===== config.mk =====
export PLATFORM = sky130hd
export DESIGN_NAME = rsa_uart_wrapper
export DESIGN_NICKNAME = d
export VERILOG_FILES = /design/src/rtl/rsa_uart_pkg.sv /design/src/rtl/rsa_avm_byte_port.sv /design/src/rtl/rsa_uart_wrapper.sv
export SDC_FILE = /design/constraint.sdc
export NUM_CORES = 1
export LEC_CHECK = 0
export ABC_AREA = 1
export CAP_MARGIN = 10
export CORE_AREA = 3 3 433 435
export CTS_CLUSTER_SIZE = 24
export DETAILED_ROUTE_END_ITERATION = 10
export DIE_AREA = 0 0 436 438
export GPL_TIMING_DRIVEN = 1
export PLACE_DENSITY = 0.5
export SYNTH_ARGS = -nofsm -noshare
export SYNTH_HDL_FRONTEND = slang
export SYNTH_SLANG_ARGS = --single-unit

===== constraint.sdc =====
create_clock -name i_clk -period 3.8 [get_ports i_clk]
set_input_delay 0.57 -clock i_clk [delete_from_list [all_inputs] [get_ports i_clk]]
set_output_delay 0.57 -clock i_clk [all_outputs]
set_load 0.02 [all_outputs]

===== src/rtl/rsa_uart_pkg.sv =====
// Shared constants and types for the UART <-> RSA-256 bridge.
package rsa_uart_pkg;

  localparam int unsigned ADDR_W      = 5;
  localparam int unsigned DATA_W      = 32;
  localparam int unsigned KEY_W       = 256;
  localparam int unsigned BYTE_W      = 8;
  localparam int unsigned CNT_W       = 5;
  localparam int unsigned RX_BYTES    = 32;
  localparam int unsigned TX_BYTES    = 31;
  localparam int unsigned SEND_W      = TX_BYTES * BYTE_W;

  localparam int unsigned RX_BASE     = 0;
  localparam int unsigned TX_BASE     = 1;
  localparam int unsigned STATUS_BASE = 2;
  localparam int unsigned TX_OK_BIT   = 6;
  localparam int unsigned RX_OK_BIT   = 7;

  typedef enum logic [2:0] {
    S_GET_KEY_N,
    S_GET_KEY_D,
    S_GET_DATA,
    S_WAIT_CALC,
    S_SEND_DATA
  } state_e;

  typedef enum logic {
    P_POLL,
    P_XFER
  } phase_e;

  function automatic logic [ADDR_W-1:0] byte_addr(input int unsigned offset);
    return ADDR_W'(offset * 4);
  endfunction

endpackage


===== src/rtl/rsa_avm_byte_port.sv =====
// Single-byte Avalon-MM engine: polls UART status, then reads RX or writes TX.
module rsa_avm_byte_port
  import rsa_uart_pkg::*;
(
  input  logic                i_clk,
  input  logic                i_rst,
  input  logic                req,
  input  logic                dir,
  input  logic [BYTE_W-1:0]   wdata,
  output logic                done_c,
  output logic [BYTE_W-1:0]   rdata_c,
  output logic [ADDR_W-1:0]   avm_address,
  output logic                avm_read,
  input  logic [DATA_W-1:0]   avm_readdata,
  output logic                avm_write,
  output logic [DATA_W-1:0]   avm_writedata,
  input  logic                avm_waitrequest
);

  phase_e              phase_q, phase_d;
  logic                rd_d, wr_d;
  logic [ADDR_W-1:0]   addr_d;
  logic [DATA_W-1:0]   wdat_d;
  logic                busy, accept, ok_bit;
  logic                unused_rdata;

  assign busy         = avm_read | avm_write;
  assign accept       = busy & ~avm_waitrequest;
  assign ok_bit       = dir ? avm_readdata[TX_OK_BIT] : avm_readdata[RX_OK_BIT];
  assign done_c       = accept & (phase_q == P_XFER);
  assign rdata_c      = avm_readdata[BYTE_W-1:0];
  assign unused_rdata = ^avm_readdata[DATA_W-1:BYTE_W];

  // A completed access always drops the request, which guarantees the idle gap.
  always_comb begin
    phase_d = phase_q;
    rd_d    = avm_read;
    wr_d    = avm_write;
    addr_d  = avm_address;
    wdat_d  = avm_writedata;
    if (accept) begin
      rd_d = 1'b0;
      wr_d = 1'b0;
      if (phase_q == P_POLL) begin
        if (ok_bit) phase_d = P_XFER;
      end else begin
        phase_d = P_POLL;
      end
    end else if (!busy && req) begin
      if (phase_q == P_POLL) begin
        rd_d   = 1'b1;
        addr_d = byte_addr(STATUS_BASE);
      end else if (dir) begin
        wr_d   = 1'b1;
        addr_d = byte_addr(TX_BASE);
        wdat_d = DATA_W'(wdata);
      end else begin
        rd_d   = 1'b1;
        addr_d = byte_addr(RX_BASE);
      end
    end
  end

  always_ff @(posedge i_clk or negedge i_rst) begin
    if (!i_rst) begin
      phase_q       <= P_POLL;
      avm_read      <= 1'b0;
      avm_write     <= 1'b0;
      avm_address   <= byte_addr(STATUS_BASE);
      avm_writedata <= '0;
    end else begin
      phase_q       <= phase_d;
      avm_read      <= rd_d;
      avm_write     <= wr_d;
      avm_address   <= addr_d;
      avm_writedata <= wdat_d;
    end
  end

endmodule


===== src/rtl/rsa_uart_wrapper.sv =====
// Bridges a byte-serial UART to the RSA-256 core: loads key, feeds ciphertext, returns plaintext.
module rsa_uart_wrapper
  import rsa_uart_pkg::*;
(
  input  logic               i_clk,
  input  logic               i_rst,
  output logic [ADDR_W-1:0]  avm_address,
  output logic               avm_read,
  input  logic [DATA_W-1:0]  avm_readdata,
  output logic               avm_write,
  output logic [DATA_W-1:0]  avm_writedata,
  input  logic               avm_waitrequest,
  output logic               o_rsa_start,
  output logic [KEY_W-1:0]   o_rsa_a,
  output logic [KEY_W-1:0]   o_rsa_d,
  output logic [KEY_W-1:0]   o_rsa_n,
  input  logic [KEY_W-1:0]   i_rsa_a_pow_d,
  input  logic               i_rsa_finished
);

  state_e              state_q, state_d;
  logic [CNT_W-1:0]    cnt_q, cnt_d;
  logic                start_d;
  logic [SEND_W-1:0]   res_q;
  logic                req, dir, done_c;
  logic [BYTE_W-1:0]   rdata_c;
  logic                last_rx, last_tx;
  logic                unused_res_top;

  assign req            = (state_q != S_WAIT_CALC);
  assign dir            = (state_q == S_SEND_DATA);
  assign last_rx        = (cnt_q == CNT_W'(RX_BYTES - 1));
  assign last_tx        = (cnt_q == CNT_W'(TX_BYTES - 1));
  assign unused_res_top = ^i_rsa_a_pow_d[KEY_W-1:SEND_W];

  rsa_avm_byte_port u_port (
    .i_clk           (i_clk),
    .i_rst           (i_rst),
    .req             (req),
    .dir             (dir),
    .wdata           (res_q[SEND_W-1 -: BYTE_W]),
    .done_c          (done_c),
    .rdata_c         (rdata_c),
    .avm_address     (avm_address),
    .avm_read        (avm_read),
    .avm_readdata    (avm_readdata),
    .avm_write       (avm_write),
    .avm_writedata   (avm_writedata),
    .avm_waitrequest (avm_waitrequest)
  );

  // Next-state, byte counter and start pulse.
  always_comb begin
    state_d = state_q;
    cnt_d   = cnt_q;
    start_d = 1'b0;
    case (state_q)
      S_GET_KEY_N: if (done_c) begin
        cnt_d = cnt_q + CNT_W'(1);
        if (last_rx) state_d = S_GET_KEY_D;
      end
      S_GET_KEY_D: if (done_c) begin
        cnt_d = cnt_q + CNT_W'(1);
        if (last_rx) state_d = S_GET_DATA;
      end
      S_GET_DATA: if (done_c) begin
        cnt_d = cnt_q + CNT_W'(1);
        if (last_rx) begin
          state_d = S_WAIT_CALC;
          start_d = 1'b1;
        end
      end
      S_WAIT_CALC: if (i_rsa_finished) state_d = S_SEND_DATA;
      S_SEND_DATA: if (done_c) begin
        if (last_tx) begin
          cnt_d   = '0;
          state_d = S_GET_DATA;
        end else begin
          cnt_d = cnt_q + CNT_W'(1);
        end
      end
      default: state_d = S_GET_KEY_N;
    endcase
  end

  always_ff @(posedge i_clk or negedge i_rst) begin
    if (!i_rst) begin
      state_q     <= S_GET_KEY_N;
      cnt_q       <= '0;
      o_rsa_start <= 1'b0;
    end else begin
      state_q     <= state_d;
      cnt_q       <= cnt_d;
      o_rsa_start <= start_d;
    end
  end

  // Byte-serial shift registers; the top plaintext byte is never transmitted.
  always_ff @(posedge i_clk or negedge i_rst) begin
    if (!i_rst) begin
      o_rsa_n <= '0;
      o_rsa_d <= '0;
      o_rsa_a <= '0;
      res_q   <= '0;
    end else begin
      if (done_c) begin
        case (state_q)
          S_GET_KEY_N: o_rsa_n <= {o_rsa_n[KEY_W-BYTE_W-1:0], rdata_c};
          S_GET_KEY_D: o_rsa_d <= {o_rsa_d[KEY_W-BYTE_W-1:0], rdata_c};
          S_GET_DATA:  o_rsa_a <= {o_rsa_a[KEY_W-BYTE_W-1:0], rdata_c};
          S_SEND_DATA: res_q   <= {res_q[SEND_W-BYTE_W-1:0], BYTE_W'(0)};
          default: ;
        endcase
      end
      if ((state_q == S_WAIT_CALC) && i_rsa_finished) res_q <= i_rsa_a_pow_d[SEND_W-1:0];
    end
  end

endmodule


# Word level (Yosys, flattened, before mapping)
# Cells that the tools add are included.
# totals
romBits,0
out_inout_bits,808
mem_count,0
inputBits,292
elab_cells,90
ram_bits,0
latchBits,0
ff_bits,1041
# op_classes
n_mux,33
eq_ne,18
n_lt_le_gt_ge,0
shifts,0
n_div,0
n_reduce_logical,21
addsub,1
n_mul,0
bitwise,5
# op_table
cell,count
248-bit 2-to-1 mux,3
3-bit 2-to-1 mux,10
5-bit 2-to-1 mux,4
2-bit != test (second input constant),9
3-bit case mux with 5 select lines,1
1-bit 2-to-1 mux,14
2-bit AND reduction,6
2-bit nonzero test,6
5-bit == test (second input constant),2
5-bit case mux with 2 select lines,1
9-bit AND reduction,1
3-bit by 2-bit == test with 1-bit output (second input constant),2
3-bit AND reduction,2
5-bit by 1-bit adder with 5-bit output (second input constant),1
4-bit AND reduction,1
3-bit by 1-bit == test with 1-bit output (second input constant),1
3-bit == test (second input constant),1
3-bit zero test,1
3-bit by 2-bit != test with 1-bit output (second input constant),1
3-bit != test (second input constant),1
3-bit OR reduction,1
1-bit AND,2
1-bit logical AND,2
2-bit by 1-bit != test with 1-bit output (second input constant),1
3 further kinds,4

# Longest topological paths before layout
# logic_depth
ltp_word,5
depth_mapped,11
mapped_depth_nobuf,10

# Modules after synthesis
# Synthesis repeated with hierarchy kept, for this count alone.
# unflattened
hier_cells,4799
hier_area_um2,42283.1
# modules_own_cells
mod,seq_area_each_um2,cells_each,instances,area_each_um2
rsa_uart_wrapper,25649.6,4699,1,41413.5
rsa_avm_byte_port,326.6,100,1,869.6

# Worst setup path after synthesis
# OpenSTA, ideal clock, no wires.
# synth_timing
kind,input -> register
start,input avm_waitrequest
end,register o_rsa_d[134]
t_required_ns,3.683
cell_stages,9
n_path_buf,3
arrival_ns,1.598
slack_ns,2.085
setup_ns,0.117
cell_sequence,nor2_2 nand2_1 inv_2 buf_2 nand2_1 buf_2 clkbuf_1 nand2_1 nand2_1
# synth_between
elab_chain_len,4
# synth_lines
item,line_no,rtl
start: declaration,rsa_uart_wrapper.sv:12,"input logic avm_waitrequest,"
1-bit inverter,rsa_avm_byte_port.sv:28,assign accept = busy & ~avm_waitrequest;
1-bit AND,rsa_avm_byte_port.sv:28,
1-bit AND,rsa_avm_byte_port.sv:30,assign done_c = accept & (phase_q == P_XFER);
2-bit AND reduction (no line),--,
end signal: assignment,rsa_uart_wrapper.sv:109,"S_GET_KEY_D: o_rsa_d <= {o_rsa_d[KEY_W-BYTE_W-1:0], rdata_c};"
end: declaration,rsa_uart_wrapper.sv:15,"output logic [KEY_W-1:0] o_rsa_d,"
# Every way passes these cells.
# A chain may end at the register's enable or synchronous reset.

# Worst setup path after layout
# layout_timing
start,register o_rsa_d[94]
end,output o_rsa_d[94]
# No word-level cell between the ends.

==> impl_metrics.json <==
{
  "status": "finished, final reports clean",
  "grt_start_max_net_pins": 178,
  "htreeDepth": 3,
  "max_freq_ghz": 0.363,
  "gr-total-overflow": 0,
  "cp_max_fo": 3,
  "ys_seq_area_frac": 0.611,
  "rr_worst_depth": 6,
  "drive_above_1_share": 0.0488,
  "use_met3": 0.0359,
  "grt_pass1_vias": 35178,
  "maxSlewHeadroom": 0.320,
  "syn-instance-count": 4884,
  "cp.arrival_ps": 2180,
  "tightestPinTransition_ps": 1020,
  "initial_core_util": 0.232,
  "path_class": "reg -> out",
  "cts_setup_buffers": 0,
  "die_h_um": 438,
  "cts_made_buffers": 118,
  "dp_hpwl_um": 132000,
  "power_density_nw_per_um2": 746,
  "pre_cts_ws_ps": 779,
  "io_buffers": 1040,
  "hold_class": "in -> reg",
  "routed_wl_um": 177000,
  "die_w_um": 436,
  "area_growth_syn_to_layout_pct": 40.4,
  "synth-seq-cells": 1038,
  "cts_resized": 0,
  "cp_num_buf_inv": 1,
  "placeableCoreArea_sq_um": 183000,
  "end_kind": "output port",
  "ios": 1100,
  "use_met1": 0.227,
  "cts-root-buf": "clkbuf_16",
  "setup_viol": 0,
  "clkTransAtPathRegs_ps": 60,
  "vias": 36358,
  "finClkSkew_ps": 44.7,
  "p_leak_uw": 0.0283,
  "drc": 0,
  "fin_util": 0.325,
  "ant_nets": 0,
  "synth_compound_area_frac": 0.0950,
  "synth_top_family_by_area": "simple AND/OR/NAND/NOR gates",
  "finalCritPeriodShare": 0.725,
  "syn_area_per_cell_sq_um": 8.70,
  "antenna_found_initial": 29,
  "drt_iter0_drc": 2729,
  "synth.mux.area_fraction": 0,
  "drt-pass1-iter-count": 5,
  "met2_usage": 0.304,
  "drv_slew": 0,
  "grt_pass1_wl_um": 255000,
  "worst_slack_ps": 1050,
  "viasPerCell": 4.34,
  "critPathLaunchType": "flip-flop",
  "cts_tree": "yes",
  "die-area_sq_um": 191000,
  "period_minus_slack_ps": 2750,
  "min_path_cells": 3,
  "cp.required_ps": 3230,
  "cp_slowest_cell": "clkdlybuf4s50_1",
  "yosys.area_share.simple": 0.215,
  "tns_ps": 0,
  "clk_latency_ps": 780,
  "yosysWarnings": 0,
  "hold_violations": 0,
  "hold_buffers": 1,
  "clock-sinks": 1038,
  "maxCapViolCount": 0,
  "critPathMaxStageDelay_ps": 1020,
  "grt_use_total": 0.179,
  "cp_cell_sequence": "clkdlybuf4s50_1",
  "place.gp.congestion": 0.879,
  "num_rows": 157,
  "syn-cell-area_sq_um": 42500,
  "synth-xor-area-share": 0.000412,
  "top_usage_layer": "met2",
  "wl_per_cell_um": 21.1,
  "cp_num_cells": 1,
  "synth_cell_types": 25,
  "synthAdderAreaFrac": 0.00118,
  "rsz0062_at_grt": "false",
  "path_delay_family": "buffers and inverters",
  "ir_worst_vdd_mv": 0.582,
  "cts_buffer_depth": 3,
  "nets": 6095
}
==> worst paths after layout <==
kind / slack (ps) / endpoint / from
worst max register to register: 1350 / res_q[229] / state_q[1]
worst min register to register: 470 / o_rsa_a[253] / o_rsa_a[253]
worst min-delay path: 390 / res_q[4] / i_rsa_a_pow_d[4]
min in group asynchronous: 470 / res_q[50] / i_rst
worst max-delay path: 1050 / o_rsa_d[94] / o_rsa_d[94]
max in group asynchronous: 2060 / o_rsa_a[249] / i_rst
==> cell families (layout without fill, tap and decap cells) <==
logic type	count (synthesis)	in the layout
AOI/OAI and AO/OA	805	805
xor gates and xnor gates	2	2
adders and majority gates	4	4
buffers and inverters	769	1756
DFF	1038	1038
other	1	46
and+or+nand+nor	2265	2265
==> routing by layer <==
| metal | share of wire | vias up | routed length (um) |
|---|---|---|---|
| li1 | - | 17265 | - |
| met1 | 0.42 | 17902 | 73700 |
| met2 | 0.49 | 933 | 87200 |
| met3 | 0.054 | 256 | 9500 |
| met4 | 0.038 | 2 | 6820 |
| met5 | 0.000073 | - | 13 |
==> tightest hold or removal path, cell delays in order <==
cell and delay (ps):
clkdlybuf4s50_1 390, nand2_1 60, o21ai_0 70
==> layout make-up <==
type	instances	area, sq um
multi-input combinational	3103	13400
tap	2464	3080
clock inverter	37	504
timing repair buffer	1126	11600
inverter	412	1560
sequential	1038	26000
antenna	19	47.5
clock buffer	181	3530
fill	19241	124000
==> synthesized netlist by cell type (all sizes together) <==
cell type | number | area share
ha | 4 | 0.0012
buf | 218 | 0.029
nor3 | 3 | 0.00035
xnor2 | 1 | 0.00021
conb | 1 | 0.000088
nand4 | 2 | 0.00029
dfstp | 1 | 0.00062
o21ai | 667 | 0.079
clkbuf | 139 | 0.012
o211ai | 1 | 0.00018
nand3 | 479 | 0.056
nor2 | 143 | 0.013
a21oi | 134 | 0.016
xor2 | 1 | 0.00021
dfrtp | 1037 | 0.61
inv | 412 | 0.036
o22ai | 1 | 0.00015
nand2 | 1638 | 0.14
o21bai | 2 | 0.00035
==> report_power, final <==
group	total (uW)	switching, uW	internal [uW]
Clock	11800	4970	6880
Combinational	16200	10200	5970
Sequential	16500	2160	14300
Total	44500	17400	27200
==> state kept, by name (all words and copies together), names as in the netlist <==
name and count:
o_rsa_start 1, o_rsa_n 256, u_port.avm_write 1, u_port.avm_writedata 8, u_port.avm_read 1, o_rsa_a 256
cnt_q 5, o_rsa_d 256, res_q 248, u_port.phase_q 1, state_q 3, u_port.avm_address 2
==> cell usage in the layout (no fill, tap or decap), drive strengths merged <==
cell and count:
diode 19, ha 4, clkinv 26, o21bai 2
o211ai 1, nor3 3, conb 27, buf 86
dfstp 1, nand2 1638, clkinvlp 2, bufinv 7
nor2 143, nand4 2, inv 414, dlygate4sd3 1
dfrtp 1037, xnor2 1, o22ai 1, a21oi 134
clkbuf 181, nand3 479, xor2 1, clkdlybuf4s50 1039
o21ai 667
==> per-stage QoR <==
| stage | hold slack [ps] | total power (uW) | instances | area [sq um] |
|---|---|---|---|---|
| 2_1_floorplan | 274 | 24700 | 4910 | 42600 |
| 3_3_place_gp | 458 | 32900 | 8142 | 55500 |
| 3_5_place_dp | 459 | 33100 | 8142 | 55500 |
| 4_1_cts | 300 | 45200 | 8361 | 59600 |
| 5_1_grt | 354 | 47100 | 8376 | 59600 |
| 6_report | 386 | 44500 | 8380 | 59600 |
Power figures use the tool's default switching activity.
